`config.mk`:
```
export PLATFORM = sky130hd
export DESIGN_NAME = store_buffer
export DESIGN_NICKNAME = d
export VERILOG_FILES = /design/src/rtl/store_buffer_pkg.sv /design/src/rtl/store_align.sv /design/src/rtl/store_buffer.sv
export SDC_FILE = /design/constraint.sdc
export NUM_CORES = 1
export LEC_CHECK = 0
export BUFFER_PORTS_ARGS = -buffer_cell sky130_fd_sc_hd__buf_2
export CORE_MARGIN = 1.5
export CORE_UTILIZATION = 56
export DETAILED_ROUTE_END_ITERATION = 7
export PLACE_DENSITY_LB_ADDON = 0.1
export SETUP_SLACK_MARGIN = 0.05
export SYNTH_ARGS = -nofsm -noshare
export SYNTH_HDL_FRONTEND = slang
export SYNTH_HIERARCHICAL = 1
export SYNTH_SLANG_ARGS = --single-unit
```
`constraint.sdc`:
```
create_clock -name clk -period 3.05 [get_ports clk]
set_input_delay 0.305 -clock clk [delete_from_list [all_inputs] [get_ports clk]]
set_output_delay 0.305 -clock clk [all_outputs]
set_load 0.005 [all_outputs]
```
`src/rtl/store_buffer_pkg.sv`:
```
// Shared definitions for the store buffer: BEOp encodings, default depth
// and the packed layout of one buffered store entry.
package store_buffer_pkg;

    typedef enum logic [1:0] {
        BE_WORD = 2'b00,
        BE_HALF = 2'b01,
        BE_BYTE = 2'b10,
        BE_RSVD = 2'b11
    } be_op_e;

    localparam int SB_DEPTH = 4;

    typedef struct packed {
        logic [29:0] waddr;
        logic [31:0] data;
        logic [3:0]  be;
    } sb_entry_t;

endpackage

```
`src/rtl/store_align.sv`:
```
// Store alignment: lane byte-enables, replicated write data and
// misalign detection. Ports: st_valid/addr/data/beop in; be/wdata/misalign out.
import store_buffer_pkg::*;

module store_align (
    input  logic        st_valid,
    input  logic [31:0] addr,
    input  logic [31:0] data,
    input  logic [1:0]  beop,
    output logic [3:0]  be,
    output logic [31:0] wdata,
    output logic        misalign
);

    logic bad;

    always_comb begin
        be    = 4'b0000;
        wdata = data;
        bad   = 1'b0;
        case (be_op_e'(beop))
            BE_WORD: begin
                be  = 4'b1111;
                bad = (addr[1:0] != 2'b00);
            end
            BE_HALF: begin
                be    = addr[1] ? 4'b1100 : 4'b0011;
                wdata = {2{data[15:0]}};
                bad   = addr[0];
            end
            BE_BYTE: begin
                be    = 4'b0001 << addr[1:0];
                wdata = {4{data[7:0]}};
            end
            default: bad = 1'b1;
        endcase
        misalign = st_valid && bad;
    end

endmodule

```
`src/rtl/store_buffer.sv`:
```
// In-order store buffer between M stage and data memory with optional
// load/store word-overlap detection (enabled by STORE_BUFFER_HAZARD_EN).
// Ports: st_* enqueue side, mem_* drain side, ld_addr/ld_hazard, count.
import store_buffer_pkg::*;

module store_buffer #(
    parameter int DEPTH = SB_DEPTH
) (
    input  logic                   clk,
    input  logic                   reset,
    input  logic                   st_valid,
    output logic                   st_ready,
    input  logic [31:0]            st_addr,
    input  logic [31:0]            st_data,
    input  logic [1:0]             st_beop,
    output logic                   st_misalign,
    output logic                   mem_valid,
    input  logic                   mem_ready,
    output logic [31:0]            mem_addr,
    output logic [31:0]            mem_wdata,
    output logic [3:0]             mem_be,
    input  logic [31:0]            ld_addr,
    output logic                   ld_hazard,
    output logic [$clog2(DEPTH):0] count
);

    localparam int PW = $clog2(DEPTH);
    localparam int CW = PW + 1;

    sb_entry_t       ent_q [DEPTH];
    sb_entry_t       new_ent;
    sb_entry_t       head;
    logic [PW-1:0]   wr_ptr_q, wr_ptr_d;
    logic [PW-1:0]   rd_ptr_q, rd_ptr_d;
    logic [CW-1:0]   count_q, count_d;
    logic [3:0]      al_be;
    logic [31:0]     al_wdata;
    logic            enq, deq;

    store_align u_align (
        .st_valid (st_valid),
        .addr     (st_addr),
        .data     (st_data),
        .beop     (st_beop),
        .be       (al_be),
        .wdata    (al_wdata),
        .misalign (st_misalign)
    );

    assign st_ready  = (count_q != CW'(DEPTH));
    assign mem_valid = (count_q != '0);
    assign enq       = st_valid && st_ready && !st_misalign;
    assign deq       = mem_valid && mem_ready;
    assign count     = count_q;

    assign new_ent = '{waddr: st_addr[31:2], data: al_wdata, be: al_be};
    assign head    = ent_q[rd_ptr_q];

    assign mem_addr  = {head.waddr, 2'b00};
    assign mem_wdata = head.data;
    assign mem_be    = head.be;

    always_comb begin
        wr_ptr_d = wr_ptr_q;
        rd_ptr_d = rd_ptr_q;
        count_d  = count_q;
        if (enq) wr_ptr_d = wr_ptr_q + PW'(1);
        if (deq) rd_ptr_d = rd_ptr_q + PW'(1);
        case ({enq, deq})
            2'b10:   count_d = count_q + CW'(1);
            2'b01:   count_d = count_q - CW'(1);
            default: count_d = count_q;
        endcase
    end

    always_ff @(posedge clk or posedge reset) begin
        if (reset) begin
            wr_ptr_q <= '0;
            rd_ptr_q <= '0;
            count_q  <= '0;
        end else begin
            wr_ptr_q <= wr_ptr_d;
            rd_ptr_q <= rd_ptr_d;
            count_q  <= count_d;
        end
    end

    // Payload is deliberately left unreset; it is only observed when valid.
    always_ff @(posedge clk) begin
        if (enq) ent_q[wr_ptr_q] <= new_ent;
    end

`ifdef STORE_BUFFER_HAZARD_EN
    logic       hz;
    logic [1:0] unused_ld;

    assign unused_ld = ld_addr[1:0];

    // An entry is live when its distance from the head is below count.
    always_comb begin : hz_cmp
        logic [PW-1:0] off;
        hz = 1'b0;
        for (int i = 0; i < DEPTH; i++) begin
            off = PW'(i) - rd_ptr_q;
            if (({1'b0, off} < count_q) &&
                (ent_q[i].waddr == ld_addr[31:2]))
                hz = 1'b1;
        end
    end

    assign ld_hazard = hz;
`else
    logic unused_ld;

    assign unused_ld = ^ld_addr;
    assign ld_hazard = 1'b0;
`endif

endmodule
```
======== Yosys cells after proc, flatten, opt, wreduce, memory -nomap -nowiden ========
Memory sizes are Yosys's and may differ from the RTL's.
Cells that the tools add are included.
W data, S select, Z words.
word-level totals
  bits in registers ....................... 7
  bits in writable memories ............... 264
  bits of input ports ..................... 102
  memories kept ........................... 1
  logic and storage cells ................. 30
cells by class
  equality and inequality tests ........... 5
  reduce and logical (&&, ||, !) cells .... 9
  mux-type cells .......................... 7
  $add $sub $neg .......................... 4
  shift operators ......................... 1
memory list
  memory  words  width  rd ports  clocked after memory_dff  write ports  line                source
  ent_q   4      66     1         0                         1            store_buffer.sv:30  sb_entry_t ent_q [DEPTH];
operator list
  kind                   count
  $pmux W32 S2           1
  $pmux W4 S3            1
  $pmux W3 S2            1
  $add A2 B1 Y2 const B  2
  $eq A2 B1 Y1 const B   2
  $eq A2 B2 Y1 const B   2
  $logic_and A1 B1 Y1    4
  $mux W4                1
  $reduce_bool A2 Y1     2
  $shl A1 B2 Y4 const A  1
  $add A3 B1 Y3 const B  1
  $ne A3 B3 Y1 const B   1
  $pmux W1 S3            1
  $reduce_bool A3 Y1     1
  $sub A3 B1 Y3 const B  1
  $logic_not A2 Y1       1
  $mux W1                2
  $logic_not A1 Y1       1

======== Depth between registers and ports, before layout ========
Gate-level depths: netlist (run 1).
  depth after elaboration ................. 7
  mapped depth ............................ 14
  mapped depth without buffers ............ 12

======== Hierarchy ========
Netlist (run 1), hierarchy kept.
by module, submodules not included
  module        instances  area each (um^2)  cells an instance
  store_buffer  1          9,962.1           388
  store_align   1          593.1             98

======== Least setup slack after synthesis (run 1) ========
No wires, ideal clock.
  path kind ............................... input-to-reg
  start ................................... in st_beop[1]
  end ..................................... mem ent_q[0][0] (netlist bit) (enable)
  setup time .............................. 0.395 ns
  setup slack ............................. 0.434 ns
  arrival time ............................ 2.222 ns
  stages .................................. 8
  cell sequence ........................... inv_1 > ha_1 > buf_2 > a211oi_1 > nor2_1 > and3b_1 > buf_6 > and2_2
between the ends
  word-level cells in the longest chain between the ends .. 7
RTL lines
  item                                  line                source
  from (decl)                           store_buffer.sv:15  input logic [1:0] st_beop,
  $eq A2 B2 Y1 (tied with other cells)  store_align.sv:21   case (be_op_e'(beop))
  $pmux W1 S3 (*)                       store_align.sv:21
  $logic_and A1 B1 Y1 (*)               store_align.sv:37   misalign = st_valid && bad;
  named net st_misalign                 store_buffer.sv:16  output logic st_misalign,
  $logic_not A1 Y1 (*)                  store_buffer.sv:52  assign enq = st_valid && st_ready && !st_misalign;
  $logic_and A1 B1 Y1 (*)               store_buffer.sv:52
  $mux W1 (*)                           store_buffer.sv:90  if (enq) ent_q[wr_ptr_q] <= new_ent;
  $mux W1 (not written as such) (*)     store_buffer.sv:90
  to (decl)                             store_buffer.sv:30
Mark *: on every way through the listed nets, which the timed path passes. The rest lies on a longest branch.

======== Final worst setup path (run 1) ========
  start ................................... reg rd_ptr_q[0]
  end ..................................... out mem_addr[11]
between the ends
  word-level cells in the longest chain between the ends .. 1
RTL lines
  item                    line                source
  from (decl)             store_buffer.sv:34  logic [PW-1:0] rd_ptr_q, rd_ptr_d;
  from (signal assigned)  store_buffer.sv:83  rd_ptr_q <= rd_ptr_d;
  $mem_v2 Z4 W66          --
  to (decl)               store_buffer.sv:19  output logic [31:0] mem_addr,
Every way passes these cells.

==> qor.yml, run 1 <==
setup_path:
  cp_cell_sequence: "buf_4 -> mux4_2 -> buf_2"
  critPathMaxStageDelay_ps: 660
  crit_path_end_kind: "output port"
  critPathKind: "reg -> out"
  worstPathMaxFanout: 18
  required_ps: 2740
  critPathTopFamily: "flip-flops"
  cp_slowest_cell: "dfrtp_4"
  critPathBufInv: 2
  start_kind: "flip-flop"
  r2r_setup_slack_ps: 730
  cp.arrival_ps: 2310
layout:
  layout-drive-gt1-share_pct: 39.28
  final_nets: 785
  antennaDiodeCount: 0
  final_cell_mix: "264 x edfxtp_1, 141 x buf_2, 66 x mux4_2"
  layout_commonest_cell: "edfxtp_1"
  post_layout_nonfiller_instances: 924
  area_growth_pct: 20.54
routing:
  totalWireLength_um: 19930
  wl_per_cell_um: 21.56
  via_per_inst: 5.641
  drt-initial-drc-count: 283
  route.vias.total: 5212
  drt-pass1-iter-count: 4
  postRouteAntennaNets: 0
  drc: 0
flow_run:
  maxCapViolations: 0
synth:
  synth.distinct_cells: 34
  synth_top_area_cell: "edfxtp_1"
  ys_ff_latch: 271
  yosys-top-cells-area: "edfxtp_1 75%, mux4_2 14%, dfrtp_1 1.7%, ha_1 1.2%, buf_4 1.0%"
  syn_area_mm2: 0.01056
  ys.flop_type: "edfxtp_1"
  synth_edf_count: 264
  synth-async-reset-ratio_pct: 2.583
  syn_area_per_cell_um2: 21.72
  syn_inst: 486
  ys_warn_count: 6
  yosysTopAreaCellShare_pct: 75.11
  ys_seq_area_share_pct: 76.77
clock_network:
  cts_htree_levels: 1
  cts_tree: "done"
  clock_path_buffers: 3
  numCtsBuffers: 27
  root_buffer: "clkbuf_16"
  clkTransAtPathRegs_ps: 60
  clk_latency_ps: 520
  cts_sinks: 271
sta:
  setup_tns_ps: 0
  drv_slew: 0
  skew_ps: 9.827
  tightest_slew_ps: 524.8
  hold_violations: 0
  fmax_mhz: 382.3
  finalCritPeriodShare_pct: 85.76
  holdWs_ps: 26.16
  maxSlewHeadroom_pct: 64.88
  setup_viol: 0
  rsz0062_at_grt: "false"
  post-route-min-period_ps: 2616
placed_design:
  io_buffer_count: 141
  gp_congestion: 0.8425
  post-place-cells: 848
  hpwl_um: 12650
global_route:
  grt_max_degree: 39
  track_usage_pct: 20.97
  gr-total-overflow: 0
  grt_pass1_wl_um: 30830
  grt_pass1_vias: 5577
  antenna_found_initial: 0
floorplanning:
  io-pin-count: 177
  die_h_um: 140.3
  die_w_um: 140.3
  core_mm2: 0.01858
  rows: 50
  start_util_pct: 56.81
  die_area_mm2: 0.01968
power_and_ir_drop:
  peakVddDrop_v: 0.0005475
  p_leak_nw: 4.528
  power_density_mw_per_mm2: 890.4
hold_path:
  hold_class: "in -> reg"
outcome:
  status: "complete, no violations"
-- metrics by stage --
stage | setup WS [ps] | instance area [µm²] | utilization [%] | power [W]
finish | 434.2 | 12720 | 68.48 | 0.01133
global placement | 641.7 | 11610 | 62.51 | 0.008313
global route | 267.2 | 12720 | 68.48 | 0.01187
floorplan | 433.5 | 10560 | - | 0.007012
CTS | 328.7 | 12720 | 68.48 | 0.01149
detailed placement | 603.6 | 11610 | 62.51 | 0.008383
-- final timing paths --
path	from	end	cells past startpoint
max in group asynchronous	reset	rd_ptr_q[1]$_DFFE_PP0P_	3
hold reg to reg	count[2]$_DFFE_PP0P_	count[2]$_DFFE_PP0P_	1
setup / recovery	rd_ptr_q[0]$_DFFE_PP0P_	mem_addr[11]	3
min in group asynchronous	reset	count[2]$_DFFE_PP0P_	3
hold / removal	st_addr[9]	ent_q[3][43]$_DFFE_PP_	1
setup reg to reg	count[0]$_DFFE_PP0P_	count[2]$_DFFE_PP0P_	9
-- repair_timing --
action	CTS	global route
resized for setup	0	0
hold buffers	29	0
hold endpoints to repair	118	0
endpoints found under the setup margin	0	0
setup buffers	0	0
-- worst register-to-register path: cells and delay by family, from the launching register on --
kind	cells	cell delay [ps]
xor gates and xnor gates	2	290
buffers and inverters	2	160
adders and majority gates	2	560
DFF	1	440
and+or+nand+nor	3	790
-- routing by layer --
| layer | GRT usage (%) | share of wire [%] |
|---|---|---|
| met5 | 0 | 0 |
| met4 | 6.371 | 2.4 |
| met3 | 3.248 | 4.6 |
| met2 | 34.91 | 50 |
| met1 | 29.21 | 43 |
-- logic make-up (layout without fill, tap and decap cells) --
logic type / count (synthesis) / count (layout) / synth area share, %
compound gates: 42 / 42 / 2.679
xor+xnor: 6 / 6 / 0.4980
fa+ha+maj: 11 / 11 / 1.375
buf+inv: 54 / 256 / 2.786
flops: 271 / 271 / 76.77
mux: 68 / 68 / 14.32
other cells: 1 / 3 / 0.03553
simple gates: 33 / 33 / 1.541
-- power breakdown --
part / leakage, nW / internal, W / total [W] / switching (W)
clock: 0.399 / 0.00179 / 0.00309 / 0.00130
combinational: 1.63 / 0.00165 / 0.00310 / 0.00146
sequential: 2.50 / 0.00482 / 0.00514 / 0.000316
-- state kept, by name, indices dropped and copies added, names as in the netlist --
signal and flops:
ent_q 264, count 3, rd_ptr_q 2, wr_ptr_q 2
-- cell type report --
type | instances | area (µm²)
sequential | 271 | 8110
fill | 1232 | 5857
multi-input combinational | 163 | 2171
timing repair buffer | 190 | 1259
clock buffer | 33 | 698.2
tap | 234 | 292.8
clock inverter | 14 | 121.4
inverter | 19 | 71.32
-- cell usage after synthesis (all sizes together), types with 5 or more instances --
library cell,count
a21oi,12
a22o,8
a22oi,8
and2,5
buf,34
dfrtp,7
edfxtp,264
ha,10
inv,19
mux4,66
nand2,9
nor2,13
o22ai,8
Power figures use the tool's default switching activity.
==> run 2, diff against run 1 <==
--- a/config.mk
+++ b/config.mk
@@ -5,11 +5,13 @@
 export SDC_FILE = /design/constraint.sdc
 export NUM_CORES = 1
 export LEC_CHECK = 0
+export ABC_AREA = 0
 export BUFFER_PORTS_ARGS = -buffer_cell sky130_fd_sc_hd__buf_2
 export CORE_MARGIN = 1.5
 export CORE_UTILIZATION = 56
 export DETAILED_ROUTE_END_ITERATION = 7
 export PLACE_DENSITY_LB_ADDON = 0.1
+export REMOVE_ABC_BUFFERS = 1
 export SETUP_SLACK_MARGIN = 0.05
 export SYNTH_ARGS = -nofsm -noshare
 export SYNTH_HDL_FRONTEND = slang
==> constraint.sdc (replaced) <==
create_clock -name clk -period 3.05 [get_ports clk]
set_input_delay 0.305 -clock clk [delete_from_list [all_inputs] [get_ports clk]]
set_output_delay 0.305 -clock clk [all_outputs]
set_load 0.01 [all_outputs]
==> run 2 against run 1 <==
Net effect: clock-buffer cell count increased by 1; critical path depth unchanged; sequential power decreased by 1%; worst setup slack improved by 94 ps; via count increased by 0.63%; flip-flop and latch count unchanged; wire length decreased by 0.88%; global-route usage decreased by 0.33 points; clock skew about the same; hold slack got worse by 11 ps; register-to-register slack got worse by 40 ps; non-clock buffer count decreased by 7.
==> qor.yml, run 2 (synthesis gave the netlist of run 1 again) <==
layout:
  multi_input_area_mm2: 0.002171  # unchanged
  layout-drive-gt1-share_pct: 38.89  # -0.39 points
  final_cell_mix: "264 x edfxtp_1, 141 x buf_2, 66 x mux4_2"
  layout_commonest_cell: "edfxtp_1"
  largest-register: "ent_q"
  area_growth_pct: 20.35
  n_fill_cell: 1197  # -2.8%
  final_util_pct: 68.37  # -0.11 points
  largest_register_ffs: 264  # unchanged
  final_nets: 778  # -0.89%
  area.sequential_mm2: 0.008110  # unchanged
routing:
  via_per_inst: 5.695  # +0.96%
  postRouteAntennaNets: 0  # unchanged
  drt-initial-drc-count: 362  # +28%
  drc: 0  # unchanged
  wl_per_cell_um: 21.44  # -0.56%
  drt-pass1-iter-count: 4  # unchanged
  totalWireLength_um: 19750  # -0.88%
  route.vias.total: 5245  # +0.63%
setup_path:
  critPathMaxStageDelay_ps: 600  # -60 ps
  regToRegStartpoint: "count[0]$_DFFE_PP0P_"
  reg2reg_depth: 9  # unchanged
  crit_path_end_kind: "output port"
  cp-startpoint: "rd_ptr_q[0]$_DFFE_PP0P_"
  critPathKind: "reg -> out"
  r2r_setup_slack_ps: 690  # -40 ps
  cp_cell_sequence: "buf_12 -> mux4_2 -> buf_2"
  cp.arrival_ps: 2220  # -90 ps
  worstPathMaxFanout: 66  # +48
  endpoint: "mem_wdata[31]"
  critPathBufInv: 2  # unchanged
  r2r_end: "count[2]$_DFFE_PP0P_"
  cp_slowest_cell: "mux4_2"
  required_ps: 2740  # about the same
  cp.depth: 3  # unchanged
  start_kind: "flip-flop"
  critPathTopFamily: "multiplexers"
global_route:
  grt-busiest-layer: "met2"
  grt_max_degree: 67  # +72%
  grt_pass1_wl_um: 30600  # -0.74%
  grt_pass1_vias: 5457  # -2.2%
  met2_usage_pct: 34.21  # -0.70 points
  track_usage_pct: 20.64  # -0.33 points
  gr-usage-met3_pct: 4.821  # +1.6 points
  antenna_found_initial: 4  # +4
  gr-total-overflow: 0  # unchanged
  gr-usage-met1_pct: 28.56  # -0.64 points
clock_network:
  post-cts-setup-buffers: 0  # unchanged
  root_buffer: "clkbuf_16"
  cts_tree: "done"
  cts_htree_levels: 1  # unchanged
  clock_path_buffers: 3  # unchanged
  numCtsBuffers: 27  # unchanged
  clk_latency_ps: 520  # about the same
  clkTransAtPathRegs_ps: 60  # about the same
  cts_sinks: 271  # unchanged
floorplanning:
  core_mm2: 0.01858  # unchanged
  die_area_mm2: 0.01968  # unchanged
  rows: 50  # unchanged
  io-pin-count: 177  # unchanged
  start_util_pct: 56.81  # unchanged
  die_h_um: 140.3  # unchanged
  die_w_um: 140.3  # unchanged
sta:
  post-route-min-period_ps: 2522  # -93.79 ps
  hold_violations: 0  # unchanged
  rsz0062_at_grt: "false"
  holdWs_ps: 15.37  # -10.79 ps
  finalCritPeriodShare_pct: 82.69  # -3.1 points
  setup_viol: 0  # unchanged
  drv_slew: 0  # unchanged
  maxSlewHeadroom_pct: 60.39  # -4.5 points
  tightest_slew_ps: 594.2  # +69.35 ps
  skew_ps: 9.346  # -0.4818 ps
  fmax_mhz: 396.5  # +3.7%
power_and_ir_drop:
  power_density_mw_per_mm2: 918.0  # +3.1%
  p_leak_nw: 4.509  # -0.42%
  peakVddDrop_v: 0.0005908  # +7.9%
  total_power_w: 0.01166  # +2.9%
placed_design:
  io_buffer_count: 141  # unchanged
  gp_congestion: 0.7400  # -12%
  hpwl_um: 11820  # -6.6%
hold_path:
  hold_class: "in -> reg"
  hp-start: "st_addr[5]"
flow_run:
  maxCapViolations: 0  # unchanged
outcome:
  status: "complete, no violations"
-- run 2: cell count changes in the layout (fill, tap and decap cells not counted), moves of 2 or more --
cell and delta:
diode_2 +3, bufinv_16 +2, buf_4 -4, buf_12 -2
-- run 2: worst min path at each step --
stage | to | slack, ps | depth (start not counted)
after floorplan | count[0]$_DFFE_PP0P_ | 110 | 1
after global placement | count[0]$_DFFE_PP0P_ | 240 | 2
after detailed placement | count[1]$_DFFE_PP0P_ | 250 | 2
after CTS | ent_q[2][39]$_DFFE_PP_ | 0.3 | 1
after global routing | ent_q[0][39]$_DFFE_PP_ | 9 | 1
final | ent_q[2][39]$_DFFE_PP_ | 20 | 1
-- run 2: what timing repair did --
item / CTS / global route
endpoints found under the hold margin: 110 / 4
gates resized for setup: 0 / 0
hold buffers: 27 / 1
-- run 2: per-layer routing --
layer	vias up	routed length, µm
met4	0	344
met5	-	0
li1	2337	-
met2	186	9843
met1	2693	8102
met3	29	1460
-- run 2: worst register-to-register path, delay by kind of cell, from the launching register on --
family                   cells  cell delay [ps]
AND/OR/NAND/NOR              3              820
adder cells (fa/ha/maj)      2              560
flip-flops                   1              430
XOR/XNOR                     2              310
buffers and inverters        2              160
-- run 2: power by group --
group | total [W] | internal, W | switching, W | leakage, nW
Combinational | 0.00333 | 0.00159 | 0.00174 | 1.59
Clock | 0.00326 | 0.00196 | 0.00130 | 0.421
Sequential | 0.00507 | 0.00483 | 0.000244 | 2.50
Total | 0.0117 | 0.00838 | 0.00328 | 4.51
-- run 2: through the flow --
step                      TNS (ps)  area (µm²)  setup WS, ps  instances
after floorplan             -40810       10340        -615.9        453
after global placement           0       11540         648.9        842
after detailed placement         0       11540         475.0        842
after CTS                        0       12690         465.7        917
after global routing             0       12700         395.0        920
final                            0       12700         528.0        921
-- run 2: cell type report --
cell class / instances / share of cell area (%)
timing repair buffer: 183 / 9.278
clock buffer: 34 / 5.525
tap: 234 / 2.305
multi-input combinational: 163 / 17.09
clock inverter: 14 / 1.340
inverter: 19 / 0.5614
sequential: 271 / 63.84
antenna: 3 / 0.05910
==> run 3, diff against run 2 <==
--- a/config.mk
+++ b/config.mk
@@ -8,7 +8,7 @@
 export ABC_AREA = 0
 export BUFFER_PORTS_ARGS = -buffer_cell sky130_fd_sc_hd__buf_2
 export CORE_MARGIN = 1.5
-export CORE_UTILIZATION = 56
+export CORE_UTILIZATION = 50
 export DETAILED_ROUTE_END_ITERATION = 7
 export PLACE_DENSITY_LB_ADDON = 0.1
 export REMOVE_ABC_BUFFERS = 1
==> constraint.sdc (replaced) <==
create_clock -name clk -period 2.2 [get_ports clk]
set_input_delay 0.22 -clock clk [delete_from_list [all_inputs] [get_ports clk]]
set_output_delay 0.22 -clock clk [all_outputs]
set_load 0.01 [all_outputs]
==> run 3 against run 2 <==
Net effect: non-clock buffer count up 47; worst setup slack worse by 520 ps; flip-flop and latch count unchanged; critical path type unchanged; critical path depth up 1; clock-buffer cell count grew 2; via count grew 3.6%; largest power group unchanged.
==> qor.yml, run 3 (synthesis gave the netlist of run 1 again) <==
flow_run:
  maxCapViolations: 0  # unchanged
outcome:
  status: "complete, no violations"
setup_path:
  cp_slowest_cell: "mux4_2"
  critPathTopFamily: "buffers and inverters"
  start_kind: "flip-flop"
  cp_cell_sequence: "buf_12 -> clkbuf_16 -> mux4_2 -> buf_6"
  critPathBufInv: 3  # +1
  cp.arrival_ps: 1970  # -250 ps
  required_ps: 1980  # -760 ps
  critPathMaxStageDelay_ps: 510  # -90 ps
  crit_path_end_kind: "output port"
  worstPathMaxFanout: 11  # -83%
  critPathKind: "reg -> out"
floorplanning:
  die_h_um: 148.3  # +5.7%
  die_w_um: 148.3  # +5.7%
  start_util_pct: 51.50  # -5.3 points
  rows: 52  # +4.0%
  io-pin-count: 177  # unchanged
  die_area_mm2: 0.02199  # +12%
  core_mm2: 0.02049  # +10%
clock_network:
  cts_sinks: 271  # unchanged
  cts_htree_levels: 1  # unchanged
  clkTransAtPathRegs_ps: 60  # about the same
  root_buffer: "clkbuf_16"
  cts_tree: "done"
  clock_path_buffers: 3  # unchanged
  clk_latency_ps: 520  # about the same
  numCtsBuffers: 27  # unchanged
global_route:
  gr-total-overflow: 0  # unchanged
  grt_pass1_wl_um: 31440  # +2.8%
  grt-busiest-layer: "met2"
  track_usage_pct: 19.01  # -1.6 points
  grt_max_degree: 35  # -48%
  gr-usage-met1_pct: 26.39  # -2.2 points
  met2_usage_pct: 32.34  # -1.9 points
  antenna_found_initial: 0  # -4
  grt_pass1_vias: 5651  # +3.6%
  gr-usage-met3_pct: 3.160  # -1.7 points
placed_design:
  hpwl_um: 12680  # +7.2%
  gp_congestion: 0.7545  # +2.0%
  io_buffer_count: 141  # unchanged
routing:
  route.vias.total: 5435  # +3.6%
  wl_per_cell_um: 20.82  # -2.9%
  via_per_inst: 5.413  # -4.9%
  drt-pass1-iter-count: 4  # unchanged
  drt-initial-drc-count: 329  # -9.1%
  drc: 0  # unchanged
  postRouteAntennaNets: 0  # unchanged
  totalWireLength_um: 20910  # +5.9%
sta:
  drv_slew: 0  # unchanged
  tightest_slew_ps: 539.3  # -54.85 ps
  rsz0062_at_grt: "true"
  maxSlewHeadroom_pct: 64.04  # +3.7 points
  finalCritPeriodShare_pct: 99.68
  setup_viol: 0  # unchanged
  skew_ps: 6.825  # -2.520 ps
  fmax_mhz: 456.0
  post-route-min-period_ps: 2193
  setup_tns_ps: 0  # unchanged
  hold_violations: 0  # unchanged
hold_path:
  hold_class: "in -> reg"
layout:
  final_nets: 825  # +6.0%
  final_cell_mix: "264 x edfxtp_1, 108 x buf_2, 66 x mux4_2"
  largest-register: "ent_q"
  area.sequential_mm2: 0.008110  # unchanged
  area_growth_pct: 28.46
  multi_input_area_mm2: 0.002178  # +0.35%
  layout_commonest_cell: "edfxtp_1"
  largest_register_ffs: 264  # unchanged
  n_fill_cell: 1420  # +19%
  layout-drive-gt1-share_pct: 42.62  # +3.7 points
power_and_ir_drop:
  peakVddDrop_v: 0.0008538  # +45%
  p_leak_nw: 4.891  # +8.5%
  power_density_mw_per_mm2: 1296  # +41%
  total_power_w: 0.01757  # +51%
[run 3: cell types whose count changed in the layout (fill, tap and decap cells not counted), sizes merged]
cell,change
clkbuf,+5
clkinvlp,-1
dlygate4sd3,+11
buf,+33
diode,-1
bufinv,-1
clkinv,+1
[run 3: worst paths after layout]
path                                          from                       to  slack [ps]  cells past startpoint
setup / recovery           rd_ptr_q[0]$_DFFE_PP0P_             mem_addr[26]           7                      4
hold / removal                           mem_ready  rd_ptr_q[0]$_DFFE_PP0P_          70                      3
setup reg to reg              count[0]$_DFFE_PP0P_     count[2]$_DFFE_PP0P_         100                      9
hold reg to reg            wr_ptr_q[1]$_DFFE_PP0P_  wr_ptr_q[1]$_DFFE_PP0P_         580                      1
max in group asynchronous                    reset  rd_ptr_q[1]$_DFFE_PP0P_        1760                      3
min in group asynchronous                    reset     count[0]$_DFFE_PP0P_         180                      3
[run 3: layout make-up]
cell class / count / share of cell area, %
clock inverters: 13 / 1.015
diodes: 2 / 0.03691
clock buffers: 36 / 5.527
multi-input cells: 163 / 16.07
well taps: 270 / 2.491
flip-flops and latches: 271 / 59.81
repair buffers: 230 / 14.52
inverters: 19 / 0.5260
[run 3: tightest hold or removal path: stages]
cell    delay (ps)
buf_2           80
o31a_2         170
xor2_1          70
[run 3: where the power goes]
| part | switching (W) | total [W] | internal (W) |
|---|---|---|---|
| clock | 0.00180 | 0.00453 | 0.00273 |
| sequential | 0.000228 | 0.00692 | 0.00669 |
| combinational | 0.00283 | 0.00613 | 0.00330 |
[run 3: routing by layer]
layer	vias up	share of wire, %
met2	160	50
met1	2811	42
met3	21	6.3
met4	0	1.1
li1	2443	-
met5	-	0
[run 3: timing repair]
action | in CTS | in global routing
endpoints found under the setup margin | 67 | 63
pin swaps | 4 | 4
buffers inserted | 12 | 4
cloned | 0 | 3
hold buffers | 39 | 0
gates resized for setup | 37 | 11
hold endpoints to repair | 159 | 0
[run 3: through the flow]
step                instance area (µm²)  instances  hold WS [ps]  util (%)  worst slack, ps
finish                            13560       1004         68.34     66.16            6.992
global route                      13550       1002         53.64     66.14           -57.99
CTS                               13400        995         51.97     65.38           -15.98
detailed placement                11830        895         175.9     57.72           -30.33
global placement                  11830        895         157.4     57.72            78.96
floorplan                         10340        453         23.40         -            -1381
